**config.mk**
```make
export PLATFORM = sky130hd
export DESIGN_NAME = jk_excitation_driver_flat
export DESIGN_NICKNAME = d
export VERILOG_FILES = /design/src/rtl/jk_pkg.sv /design/src/rtl/jk_excitation_driver_if.sv /design/src/rtl/jk_excite_lut.sv /design/src/rtl/jk_excitation_driver.sv /design/src/flat_wrapper.sv
export SDC_FILE = /design/constraint.sdc
export NUM_CORES = 1
export LEC_CHECK = 0
export BUFFER_PORTS_ARGS = -buffer_cell sky130_fd_sc_hd__buf_2
export CAP_MARGIN = 5
export CORE_ASPECT_RATIO = 1.1
export CORE_MARGIN = 5
export CORE_UTILIZATION = 50
export CTS_CLUSTER_DIAMETER = 150
export DETAILED_ROUTE_END_ITERATION = 12
export HOLD_SLACK_MARGIN = 0.03
export PLACE_DENSITY = 0.77
export SYNTH_ARGS = -nofsm -noshare
export SYNTH_HDL_FRONTEND = slang
export SYNTH_SLANG_ARGS = --single-unit
export TNS_END_PERCENT = 50
```
**constraint.sdc**
```tcl
create_clock -name c -period 2.2 [get_ports c]
set_input_delay 0.44 -clock c [delete_from_list [all_inputs] [get_ports c]]
set_output_delay 0.44 -clock c [all_outputs]
set_load 0.1 [all_outputs]
```
**src/rtl/jk_pkg.sv**
```systemverilog
// Shared types and constants for the JK excitation driver slice.
// Latency: n/a (package only).
// Backpressure: n/a (package only).
// Contents: FSM state encoding and the JK excitation codes packed as {J,K}.
package jk_pkg;

    // 2'b11 is deliberately left unused; the FSM treats it as illegal.
    typedef enum logic [1:0] {
        IDLE  = 2'b00,
        DRIVE = 2'b01,
        CHECK = 2'b10
    } state_t;

    // Excitation codes, packed as {J,K}.
    localparam logic [1:0] HOLD   = 2'b00;
    localparam logic [1:0] SET    = 2'b10;
    localparam logic [1:0] RESET  = 2'b01;
    localparam logic [1:0] TOGGLE = 2'b11;

endpackage

```
**src/rtl/jk_excitation_driver_if.sv**
```systemverilog
// Target handshake plus flop-bank J/K/Q bundle for jk_excitation_driver.
// Latency: n/a (wires only).
// Backpressure: in_valid/in_ready; source holds target/use_toggle until in_ready.
// Modports: master = target source / flop bank side, slave = the driver.
interface jk_excitation_driver_if #(
    parameter int WIDTH = 4,
    parameter int ERR_W = 8
);
    logic             in_valid;
    logic             in_ready;
    logic [WIDTH-1:0] target;
    logic             use_toggle;
    logic [WIDTH-1:0] q_fb;
    logic [WIDTH-1:0] j_out;
    logic [WIDTH-1:0] k_out;
    logic             busy;
    logic             done;
    logic             match;
    logic [ERR_W-1:0] err_count;

    modport master (
        output in_valid, target, use_toggle, q_fb,
        input  in_ready, j_out, k_out, busy, done, match, err_count
    );

    modport slave (
        input  in_valid, target, use_toggle, q_fb,
        output in_ready, j_out, k_out, busy, done, match, err_count
    );
endinterface

```
**src/rtl/jk_excite_lut.sv**
```systemverilog
// One-bit JK excitation table: J/K needed to move a flop from q to t.
// Latency: combinational.
// Backpressure: none.
// Ports: q (current Q), t (wanted Q), use_toggle (J=K=1 for changing bits), j/k out.
module jk_excite_lut
    import jk_pkg::*;
(
    input  logic q,
    input  logic t,
    input  logic use_toggle,
    output logic j,
    output logic k
);
    logic [1:0] jk;

    // Don't-care entries of the table are resolved to 0 so unchanged bits
    // always see HOLD.
    always_comb begin
        jk = HOLD;
        if (q != t) begin
            if (use_toggle) begin
                jk = TOGGLE;
            end else if (t) begin
                jk = SET;
            end else begin
                jk = RESET;
            end
        end
    end

    assign j = jk[1];
    assign k = jk[0];
endmodule

```
**src/rtl/jk_excitation_driver.sv**
```systemverilog
// Drives a bank of WIDTH JK flops toward a requested target word, then verifies Q.
// Latency: accept at edge N, J/K held through N..N+1, done/match at edge N+2.
// Backpressure: in_ready high only in IDLE; one target per 3 cycles.
// Ports: c/reset (async active-high), bus = slave side of jk_excitation_driver_if
//        (target handshake, q_fb in, registered j_out/k_out, busy/done/match/err_count).
module jk_excitation_driver
    import jk_pkg::*;
#(
    parameter int WIDTH = 4,
    parameter int ERR_W = 8
) (
    input  logic                   c,
    input  logic                   reset,
    jk_excitation_driver_if.slave  bus
);
    state_t           state;
    logic [WIDTH-1:0] tgt_r;
    logic [WIDTH-1:0] j_r;
    logic [WIDTH-1:0] k_r;
    logic [WIDTH-1:0] j_next;
    logic [WIDTH-1:0] k_next;
    logic             ready_r;
    logic             busy_r;
    logic             done_r;
    logic             match_r;
    logic [ERR_W-1:0] err_r;
    logic             check_ok;

    // Per-bit excitation from live Q and the offered target; only consumed
    // on the accepting edge.
    for (genvar i = 0; i < WIDTH; i++) begin : g_lut
        jk_excite_lut u_lut (
            .q          (bus.q_fb[i]),
            .t          (bus.target[i]),
            .use_toggle (bus.use_toggle),
            .j          (j_next[i]),
            .k          (k_next[i])
        );
    end

    assign check_ok = (bus.q_fb == tgt_r);

    always_ff @(posedge c or posedge reset) begin
        if (reset) begin
            state   <= IDLE;
            tgt_r   <= '0;
            j_r     <= '0;
            k_r     <= '0;
            ready_r <= 1'b1;
            busy_r  <= 1'b0;
            done_r  <= 1'b0;
            match_r <= 1'b0;
            err_r   <= '0;
        end else begin
            done_r <= 1'b0;
            case (state)
                IDLE: begin
                    if (bus.in_valid) begin
                        tgt_r   <= bus.target;
                        j_r     <= j_next;
                        k_r     <= k_next;
                        ready_r <= 1'b0;
                        busy_r  <= 1'b1;
                        state   <= DRIVE;
                    end else begin
                        j_r <= '0;
                        k_r <= '0;
                    end
                end
                DRIVE: begin
                    // Flops capture J/K on this edge; release them right away
                    // so nothing is re-applied during CHECK.
                    j_r   <= '0;
                    k_r   <= '0;
                    state <= CHECK;
                end
                CHECK: begin
                    match_r <= check_ok;
                    done_r  <= 1'b1;
                    if (!check_ok && (err_r != {ERR_W{1'b1}})) begin
                        err_r <= err_r + 1'b1;
                    end
                    ready_r <= 1'b1;
                    busy_r  <= 1'b0;
                    state   <= IDLE;
                end
                default: begin
                    // Illegal encoding: recover to a quiet IDLE.
                    j_r     <= '0;
                    k_r     <= '0;
                    ready_r <= 1'b1;
                    busy_r  <= 1'b0;
                    state   <= IDLE;
                end
            endcase
        end
    end

    assign bus.in_ready  = ready_r;
    assign bus.busy      = busy_r;
    assign bus.done      = done_r;
    assign bus.match     = match_r;
    assign bus.err_count = err_r;
    assign bus.j_out     = j_r;
    assign bus.k_out     = k_r;
endmodule

```
**src/flat_wrapper.sv**
```systemverilog
// flat-port wrapper written by rule: the top's interface ports become plain ports
module jk_excitation_driver_flat import jk_pkg::*;
#(
    parameter int WIDTH = 4,
    parameter int ERR_W = 8
)
  (c, reset, bus_in_valid, bus_target, bus_use_toggle, bus_q_fb, bus_in_ready, bus_j_out, bus_k_out, bus_busy, bus_done, bus_match, bus_err_count);
  jk_excitation_driver_if #(.WIDTH(WIDTH), .ERR_W(ERR_W)) bus_i ();
  input  logic c;
  input  logic reset;
  input wire logic [$bits(bus_i.in_valid)-1:0] bus_in_valid;
  input wire logic [$bits(bus_i.target)-1:0] bus_target;
  input wire logic [$bits(bus_i.use_toggle)-1:0] bus_use_toggle;
  input wire logic [$bits(bus_i.q_fb)-1:0] bus_q_fb;
  output wire logic [$bits(bus_i.in_ready)-1:0] bus_in_ready;
  output wire logic [$bits(bus_i.j_out)-1:0] bus_j_out;
  output wire logic [$bits(bus_i.k_out)-1:0] bus_k_out;
  output wire logic [$bits(bus_i.busy)-1:0] bus_busy;
  output wire logic [$bits(bus_i.done)-1:0] bus_done;
  output wire logic [$bits(bus_i.match)-1:0] bus_match;
  output wire logic [$bits(bus_i.err_count)-1:0] bus_err_count;
  assign bus_i.in_valid = bus_in_valid;
  assign bus_i.target = bus_target;
  assign bus_i.use_toggle = bus_use_toggle;
  assign bus_i.q_fb = bus_q_fb;
  assign bus_in_ready = bus_i.in_ready;
  assign bus_j_out = bus_i.j_out;
  assign bus_k_out = bus_i.k_out;
  assign bus_busy = bus_i.busy;
  assign bus_done = bus_i.done;
  assign bus_match = bus_i.match;
  assign bus_err_count = bus_i.err_count;
  jk_excitation_driver #(.WIDTH(WIDTH), .ERR_W(ERR_W)) u_core (.c(c), .reset(reset), .bus(bus_i));
endmodule
```
After elaboration in Yosys (flattened, before gate mapping)
Cells that the tools add are included.

Flip-flop bits (word level): 26. Latch bits: 0. Memory bits (writable): 0. Bits in read-only memories: 0. Input port bits: 12. Output and inout bits: 20. Word-level logic and storage cells: 49. Memories: 0.

Add/subtract/negate cells: 1. Multipliers: 0. Divide/modulo/power cells: 0. Magnitude comparators: 0. Equality and inequality tests: 9. Shifts and indexed selects: 0. Mux-type cells: 23. Bitwise logic cells: 1. Reduce and logical (&&, ||, !) cells: 6.

Operators by type and width (number): $mux 2 (13); $pmux 4 s2 (2); $add 8x1->8 const B (1); $mux 4 (2); $ne 8x8->1 const B (1); $reduce_and 2->1 (3); $eq 4x4->1 (1); $ne 1x1->1 (4); $pmux 1 s2 (2); $pmux 2 s2 (1); $mux 1 (3); $eq 2x1->1 const B (1); $eq 2x2->1 const B (1); $logic_not 2->1 (1); $ne 2x2->1 const B (1); $logic_and 1x1->1 (1); $logic_not 1->1 (1); $not 1->1 (1).

Logic depth before layout (Yosys ltp)
Gate-level depths: netlist of run 1.

Word-level depth: 5. Depth in mapped cells: 6.

By module
From an unflattened synthesis of run 1, not the netlist that was laid out.

Cell total of the unflattened synthesis: 95. Area total of the unflattened synthesis: 1197.4 um2.

By module, submodules not included: jk_excitation_driver (instances 1, cells an instance 79, area an instance 1087.3 um2, seq. area each 651.9 um2); jk_excite_lut (instances 4, cells an instance 4, area an instance 27.5 um2, seq. area each 0.0 um2).

Worst setup path after synthesis of run 1
Ideal clock, no wire load.

Path type: register to register. Start point: reg u_core.err_r[0], in the netlist u_core.bus.err_count[0]. End point: reg u_core.err_r[1], in the netlist u_core.bus.err_count[1]. Data arrival time: 2.032 ns. Data required time: 2.072 ns. Slack: 0.040 ns. Stages on the path, launching flop included: 6. Buffers on the path: 0. Clock period less this slack: 2.160 ns. Path through: dfrtp_1 ha_1 nand3_1 nor2_1 nor2_2 mux2_1.

Longest elaborated chain between the ends: 3. Elaborated cells on any way between the ends: 4. Classes of those cells: 1 x add/sub; 1 x eq/ne; 2 x reduce/logical.

Ends and longest elaborated chain: start: declaration (line jk_excitation_driver.sv:26) `logic [ERR_W-1:0] err_r;`; start signal: assignment (line jk_excitation_driver.sv:81) `err_r <= err_r + 1'b1;`; parallel branches: the longest is 3 deep, another holds $add 8x1->8.

Several ways; the timed one is not identified. A chain may end at the register's enable or synchronous reset.

Worst setup path after layout of run 1
Start point: reg u_core.ready_r, in the netlist u_core.bus.in_ready. End point: out bus_in_ready.

RTL lines: start: declaration (line jk_excitation_driver.sv:22) `logic ready_r;`; start signal: assignment (line jk_excitation_driver.sv:49) `ready_r <= 1'b1;`; start signal: assignment (line jk_excitation_driver.sv:62) `ready_r <= 1'b0;`; start signal: assignment (line jk_excitation_driver.sv:83) `ready_r <= 1'b1;`; end: declaration (line flat_wrapper.sv:15) `output wire logic [$bits(bus_i.in_ready)-1:0] bus_in_ready;`.

No word-level cell between the ends.

==> results of run 1 <==
-- cell families after synthesis --
family / count (synthesis)
and+or+nand+nor: 45
DFF: 26
AOI/OAI and AO/OA: 17
xor gates and xnor gates: 9
buffers and inverters: 7
muxes: 6
adders and majority gates: 1
-- area by class of cell --
cell class	instances	area share, %
Clock buffer	4	2.58
Inverter	4	1.07
Multi-Input combinational cell	78	35.3
Sequential cell	26	46.3
Tap cell	30	2.67
Timing Repair Buffer	33	12.1
-- routing by layer --
layer,wire [um],track usage [%]
met1,1010,16.8
met2,1110,27.2
met3,104,2.77
met4,27,5.08
met5,0,0
-- sequential cells by signal (all words and copies together), names as in the netlist --
name and cells:
u_core.bus.err_count 8, u_core.bus.j_out 4, u_core.bus.k_out 4, u_core.tgt_r 4
u_core.state 2, u_core.bus.busy 1, u_core.bus.done 1, u_core.bus.in_ready 1
u_core.bus.match 1
-- worst max-delay path by stage --
stage	depth (start not counted)	end	slack, ns	start
final	1	bus_in_ready	0.46	u_core.bus.in_ready$_DFFE_PP1P_
after global routing	4	u_core.bus.err_count[6]$_DFFE_PP0P_	0.38	u_core.tgt_r[1]$_DFFE_PP0P_
after CTS	1	bus_in_ready	0.45	u_core.bus.in_ready$_DFFE_PP1P_
after detailed placement	5	u_core.bus.err_count[1]$_DFFE_PP0P_	0.32	bus_q_fb[1]
after global placement	5	u_core.bus.err_count[1]$_DFFE_PP0P_	0.33	bus_q_fb[1]
after floorplan	5	u_core.bus.err_count[1]$_DFFE_PP0P_	0.04	u_core.bus.err_count[0]$_DFFE_PP0P_
-- placed cells by master, fill, tap and decap left out, drive strengths merged --
cell | netlist | layout
buf | 0 | 33
mux2 | 2 | 2
ha | 1 | 1
nor4 | 2 | 2
o21ai | 4 | 4
dfstp | 1 | 1
nor3 | 3 | 3
clkbuf | 3 | 4
o21a | 1 | 1
nor2 | 3 | 3
nand4 | 1 | 1
inv | 3 | 3
nand2 | 23 | 23
xor2 | 9 | 9
a22o | 4 | 4
or2 | 1 | 1
nand2b | 2 | 2
dfrtp | 25 | 25
a2bb2oi | 1 | 1
o41ai | 1 | 1
a21o | 1 | 1
nor2b | 6 | 6
clkinv | 1 | 1
nand3 | 3 | 3
and2 | 1 | 1
mux2i | 4 | 4
a21oi | 5 | 5
-- per-stage QoR --
step / area (um2) / power, mW / setup WS [ns] / cells / hold slack (ns)
after global routing: 1410 / 1.85 / 0.381 / 175 / 0.142
after global placement: 1370 / 1.52 / 0.329 / 171 / 0.460
final: 1410 / 1.76 / 0.461 / 175 / 0.132
after detailed placement: 1370 / 1.54 / 0.315 / 171 / 0.472
after floorplan: 1170 / 1.38 / 0.0402 / 111 / 0.450
after CTS: 1410 / 1.78 / 0.451 / 175 / 0.138
-- report_power, final --
group          switching [mW]  leakage, nW  internal (mW)  total (mW)
clock                   0.142       0.0210          0.101       0.243
combinational           0.705        0.391          0.154       0.859
sequential             0.0853        0.333          0.575       0.661
total                   0.932        0.745          0.831        1.76
==> qor.yml, run 1 <==
run_status:
  outcome: "finished, final reports clean"
clock_tree:
  cts.sinks: 26
  cts_buffers: 3
  clk_path_buf_depth: 2
  cts_hold_buf: 0
  insertion_delay_ns: 0.32
  post-cts-setup-buffer-count: 0
  tritoncts: "yes"
  clock_tree.root_cell: "clkbuf_4"
  htreeDepth: 1
  cts_resized: 0
  clk_pin_slew_worst_paths_ns: 0.14
flow_run:
  drv_cap: 0
detailed_routing:
  drc: 0
  post_drt_wl_per_cell_um: 12.9
  vias: 891
  wl_um: 2250
  first_pass_iters: 4
  vias_per_cell: 5.09
  ant_nets: 0
  drtIter0Drc: 13
global_route:
  grt_pass1_vias: 913
  grt_pass1_wl_um: 3890
  grt_overflow: 0
  antenna_found_initial: 0
  grt_max_degree: 27
  grt.total_usage_pct: 14.5
cells_and_area:
  drive_gt1_share_pct: 28.3
  register_area_um2: 652
  area_growth_pct: 19.8
  multiInputGateArea_um2: 497
  fin_nets: 159
  antenna-diode-count: 0
  fin_util_pct: 62.5
  n_fill_cell: 198
worst_setup_path:
  cp_slowest_stage_delay_ns: 0.55
  crit_path_top_delay_cell: "dfstp_2"
  worst_r2r_path_depth: 4
  cp.required_ns: 1.76
  start_kind: "flop"
  reg2reg_from: "u_core.tgt_r[1]$_DFFE_PP0P_"
  path_max_fanout: 2
  worstSetupEndpointType: "output port"
  critPathBufInv: 1
  r2r_slack_ns: 0.50
  cpLargestDelayFamily: "flip-flops"
  path_cells: "buf_2"
  critPathArrivalTime_ns: 1.30
  r2r-end: "u_core.bus.err_count[6]$_DFFE_PP0P_"
  path_class: "flop to output port"
synthesis:
  yosysWarnings: 0
  synthTopCellsByArea: "dfrtp_1 (53%), nand2_1 (7.3%), xor2_1 (6.7%), mux2i_1 (3.4%), nor2b_1 (3.2%)"
  synth_top_area_cell: "dfrtp_1"
  synth_compound_area_share_pct: 11.2
  synthTopCellsByCount: "dfrtp_1 (25), nand2_1 (23), xor2_1 (9), nor2b_1 (6), a21oi_1 (5)"
  avgSynthCellArea_um2: 10.6
  synth_area_um2: 1170
  yosys_most_used_dff: "dfrtp_1"
  synth_top_family_by_area: "simple AND/OR/NAND/NOR gates"
  yosysTopAreaCellShare_pct: 53.2
  synth_mux_area_share_pct: 5.32
  synth_seq_cells: 26
  synth_edf_count: 0
  netlist_instances: 111
  synth.most_common_cell: "dfrtp_1"
  synth-simple-area-share_pct: 18.0
  synth-xor-area-share_pct: 6.71
  synthAdderAreaFrac_pct: 1.06
  ys_types: 27
  seq_area_frac_synth_pct: 55.5
  syn_nets: 124
  synthArstFlopShare_pct: 100
place:
  routabilityCongestion: 0.803
  port_buffers: 31
  dp_hpwl_um: 1730
timing:
  slew_violations: 0
  setup_viol: 0
  worst_pin_slew_ns: 0.508
  final_hold_viol_count: 0
  slew_headroom_pct: 66.0
  final_min_period_over_clock_period_pct: 79.0
  rsz0062_at_grt: "false"
  fin_crit_ns: 1.74
  finalSetupTns_ns: 0
  finClkSkew_ns: 0.00501
  fmax_ghz: 0.575
floorplan:
  num_rows: 18
  core_region_area_um2: 2250
  num_io_pins: 32
  initial_core_util_pct: 52.2
  die_width_um: 56.2
  dieArea_um2: 3420
  die_y_um: 60.8
power_and_ir_drop:
  power.density_nw_per_um2: 1250
  peakVddDrop_uv: 1050
  p_leak_nw: 0.745
min_path:
  hp-class: "input pin to asynchronous set/reset pin"
No activity file was read; power rests on OpenSTA's default activity.
==> inputs of run 2 (changes only) <==
Settings changed: CORE_UTILIZATION 50 to 45, PLACE_DENSITY 0.77 to 0.73.
Clock period 2.2 ns to 1.4 ns, I/O delays scaled along.
==> run 2 against run 1 <==
Compared with the run above: the run now ends with setup timing left; highest routed layer unchanged; sequential cell count unchanged; final area up 34%; power up 100%; worst hold slack better by 0.045 ns; largest cell class unchanged; cell count up 15%; combinational power up 130%.
==> qor.yml, run 2 (same netlist as run 1, synthesis figures left out) <==
global_route:
  grt.total_usage_pct: 17.0  # was 14.5%
  antenna_found_initial: 0  # unchanged
  grt_pass1_vias: 1135  # was 913
  grt_overflow: 0  # unchanged
  grt_max_degree: 17  # was 27
  grt_pass1_wl_um: 4900  # was 3890 um
cells_and_area:
  final_cell_mix: "buf_4 (32), nand2_1 (23), dfrtp_1 (17)"  # was buf_2 (31), dfrtp_1 (25), nand2_1 (23)
  n_fill_cell: 164  # was 198
  final_common_cell: "buf_4"  # was buf_2
  largest_register_ffs: 8  # unchanged
  fin_util_pct: 75.5  # was 62.5%
  fin_nets: 185  # was 159
  area_growth_pct: 60.4  # was 19.8%
  drive_gt1_share_pct: 48.0  # was 28.3%
  fin_cells: 202  # was 175
  antenna-diode-count: 0  # unchanged
detailed_routing:
  drtIter0Drc: 25  # was 13
  vias: 1047  # was 891
  drc: 0  # unchanged
  post_drt_wl_per_cell_um: 14.3  # was 12.9 um
  first_pass_iters: 4  # unchanged
  ant_nets: 0  # unchanged
  wl_um: 2880  # was 2250 um
  vias_per_cell: 5.18  # was 5.09
timing:
  setup_ws_ns: -0.208  # was 0.461 ns
  whs_ns: 0.177  # was 0.132 ns
  worst_pin_slew_ns: 0.390  # was 0.508 ns
  final_hold_viol_count: 0  # unchanged
  fmax_ghz: 0.622
  finClkSkew_ns: 0.00193  # was 0.00501 ns
  final_min_period_over_clock_period_pct: 115
  slew_violations: 0  # unchanged
  setup_viol: 13  # was 0
  slew_headroom_pct: 73.9  # was 66.0%
  fin_crit_ns: 1.61
  rsz0062_at_grt: "true"  # was false
place:
  pre_cts_ws_ns: -0.239  # was 0.315 ns
  port_buffers: 31  # unchanged
  dp_hpwl_um: 2160  # was 1730 um
  dp.cells: 192  # was 171
  routabilityCongestion: 0.755  # was 0.803
run_status:
  outcome: "finished, violations left"  # was finished, final reports clean
  violations: "setup timing"
flow_run:
  drv_cap: 0  # unchanged
min_path:
  hp-class: "input pin to flop"  # was input pin to asynchronous set/reset pin
worst_setup_path:
  worstSetupEndpointType: "flop"  # was output port
  path_cells: "xor2_2 > o41ai_4 > buf_4 > buf_6 > nor2_1 > a2bb2oi_1"  # was buf_2
  critPathArrivalTime_ns: 1.84  # was 1.30 ns
  cp_slowest_stage_delay_ns: 0.47  # was 0.55 ns
  start_kind: "flop"  # unchanged
  crit_path_top_delay_cell: "o41ai_4"  # was dfstp_2
  path_max_fanout: 5  # was 2
  cp.required_ns: 1.63  # was 1.76 ns
  path_class: "flop to flop"  # was flop to output port
clock_tree:
  insertion_delay_ns: 0.33  # was 0.32 ns
  cts.sinks: 26  # unchanged
  clk_pin_slew_worst_paths_ns: 0.14  # about the same
  tritoncts: "yes"  # unchanged
  cts_buffers: 3  # unchanged
  clk_path_buf_depth: 2  # unchanged
  htreeDepth: 1  # unchanged
  clock_tree.root_cell: "clkbuf_4"  # unchanged
power_and_ir_drop:
  p_leak_nw: 0.917  # was 0.745 nW
  power.density_nw_per_um2: 1910  # was 1250 nW/um2
  peakVddDrop_uv: 1850  # was 1050 uV
floorplan:
  die_y_um: 63.6  # was 60.8 um
  core_region_area_um2: 2500  # was 2250 um2
  num_rows: 19  # was 18
  dieArea_um2: 3730  # was 3420 um2
  num_io_pins: 32  # unchanged
  initial_core_util_pct: 47.1  # was 52.2%
  die_width_um: 58.7  # was 56.2 um
[run 2: what timing repair did]
item	in CTS	in global routing
resized for setup	15	7
endpoints found under the setup margin	23	25
hold endpoints to repair	25	0
hold buffers	1	0
buffers inserted	3	2
[run 2: layer usage]
metal  global-route usage, %  vias up  part of all wire (%)
met5                       0        -                     0
met4                    8.50        0                   2.1
met3                    3.47        7                   6.4
met2                    30.7       39                    54
met1                    17.9      507                    38
li1                        -      494                     -
[run 2: area by class of cell]
type                            instances  area, um2  area share (%)
Multi-Input combinational cell         78        552            29.3
Inverter                                4       15.0           0.797
Sequential cell                        26        677            35.9
Timing Repair Buffer                   59        549            29.2
Clock buffer                            3       22.5            1.20
Clock inverter                          1       30.0            1.59
Tap cell                               31       38.8            2.06
[run 2: metrics by stage]
stage | total power, mW | setup TNS [ns] | cell area, um2
global placement | 2.90 | -1.35 | 1710
global route | 3.74 | -2.58 | 1880
CTS | 3.58 | -1.61 | 1840
floorplan | 2.27 | -0.700 | 1230
finish | 3.59 | -1.55 | 1880
detailed placement | 2.95 | -1.56 | 1710
[run 2: path summary, 6_finish.rpt]
check	startpoint	depth (start not counted)	slack [ns]	to
setup / recovery	u_core.tgt_r[1]$_DFFE_PP0P_	6	-0.21	u_core.bus.err_count[2]$_DFFE_PP0P_
hold / removal	bus_target[0]	3	0.18	u_core.tgt_r[0]$_DFFE_PP0P_
setup reg to reg	u_core.tgt_r[1]$_DFFE_PP0P_	6	-0.21	u_core.bus.err_count[2]$_DFFE_PP0P_
hold reg to reg	u_core.bus.k_out[2]$_DFFE_PP0N_	2	0.51	u_core.bus.k_out[2]$_DFFE_PP0N_
max in group asynchronous	reset	4	0.66	u_core.bus.err_count[4]$_DFFE_PP0P_
min in group asynchronous	reset	4	0.51	u_core.bus.busy$_DFFE_PP0P_
[run 2: critical path, delay by kind of cell (launching register included)]
family                 cells  cell delay [ns]
AO/OA/AOI/OAI              2             0.60
XOR/XNOR                   1             0.17
buffers and inverters      2             0.28
flip-flops                 1             0.43
AND/OR/NAND/NOR            1             0.03
[run 2: power by group]
group / switching [mW] / internal, mW
clock: 0.233 / 0.290
sequential: 0.156 / 0.941
combinational: 1.24 / 0.732
total: 1.63 / 1.96
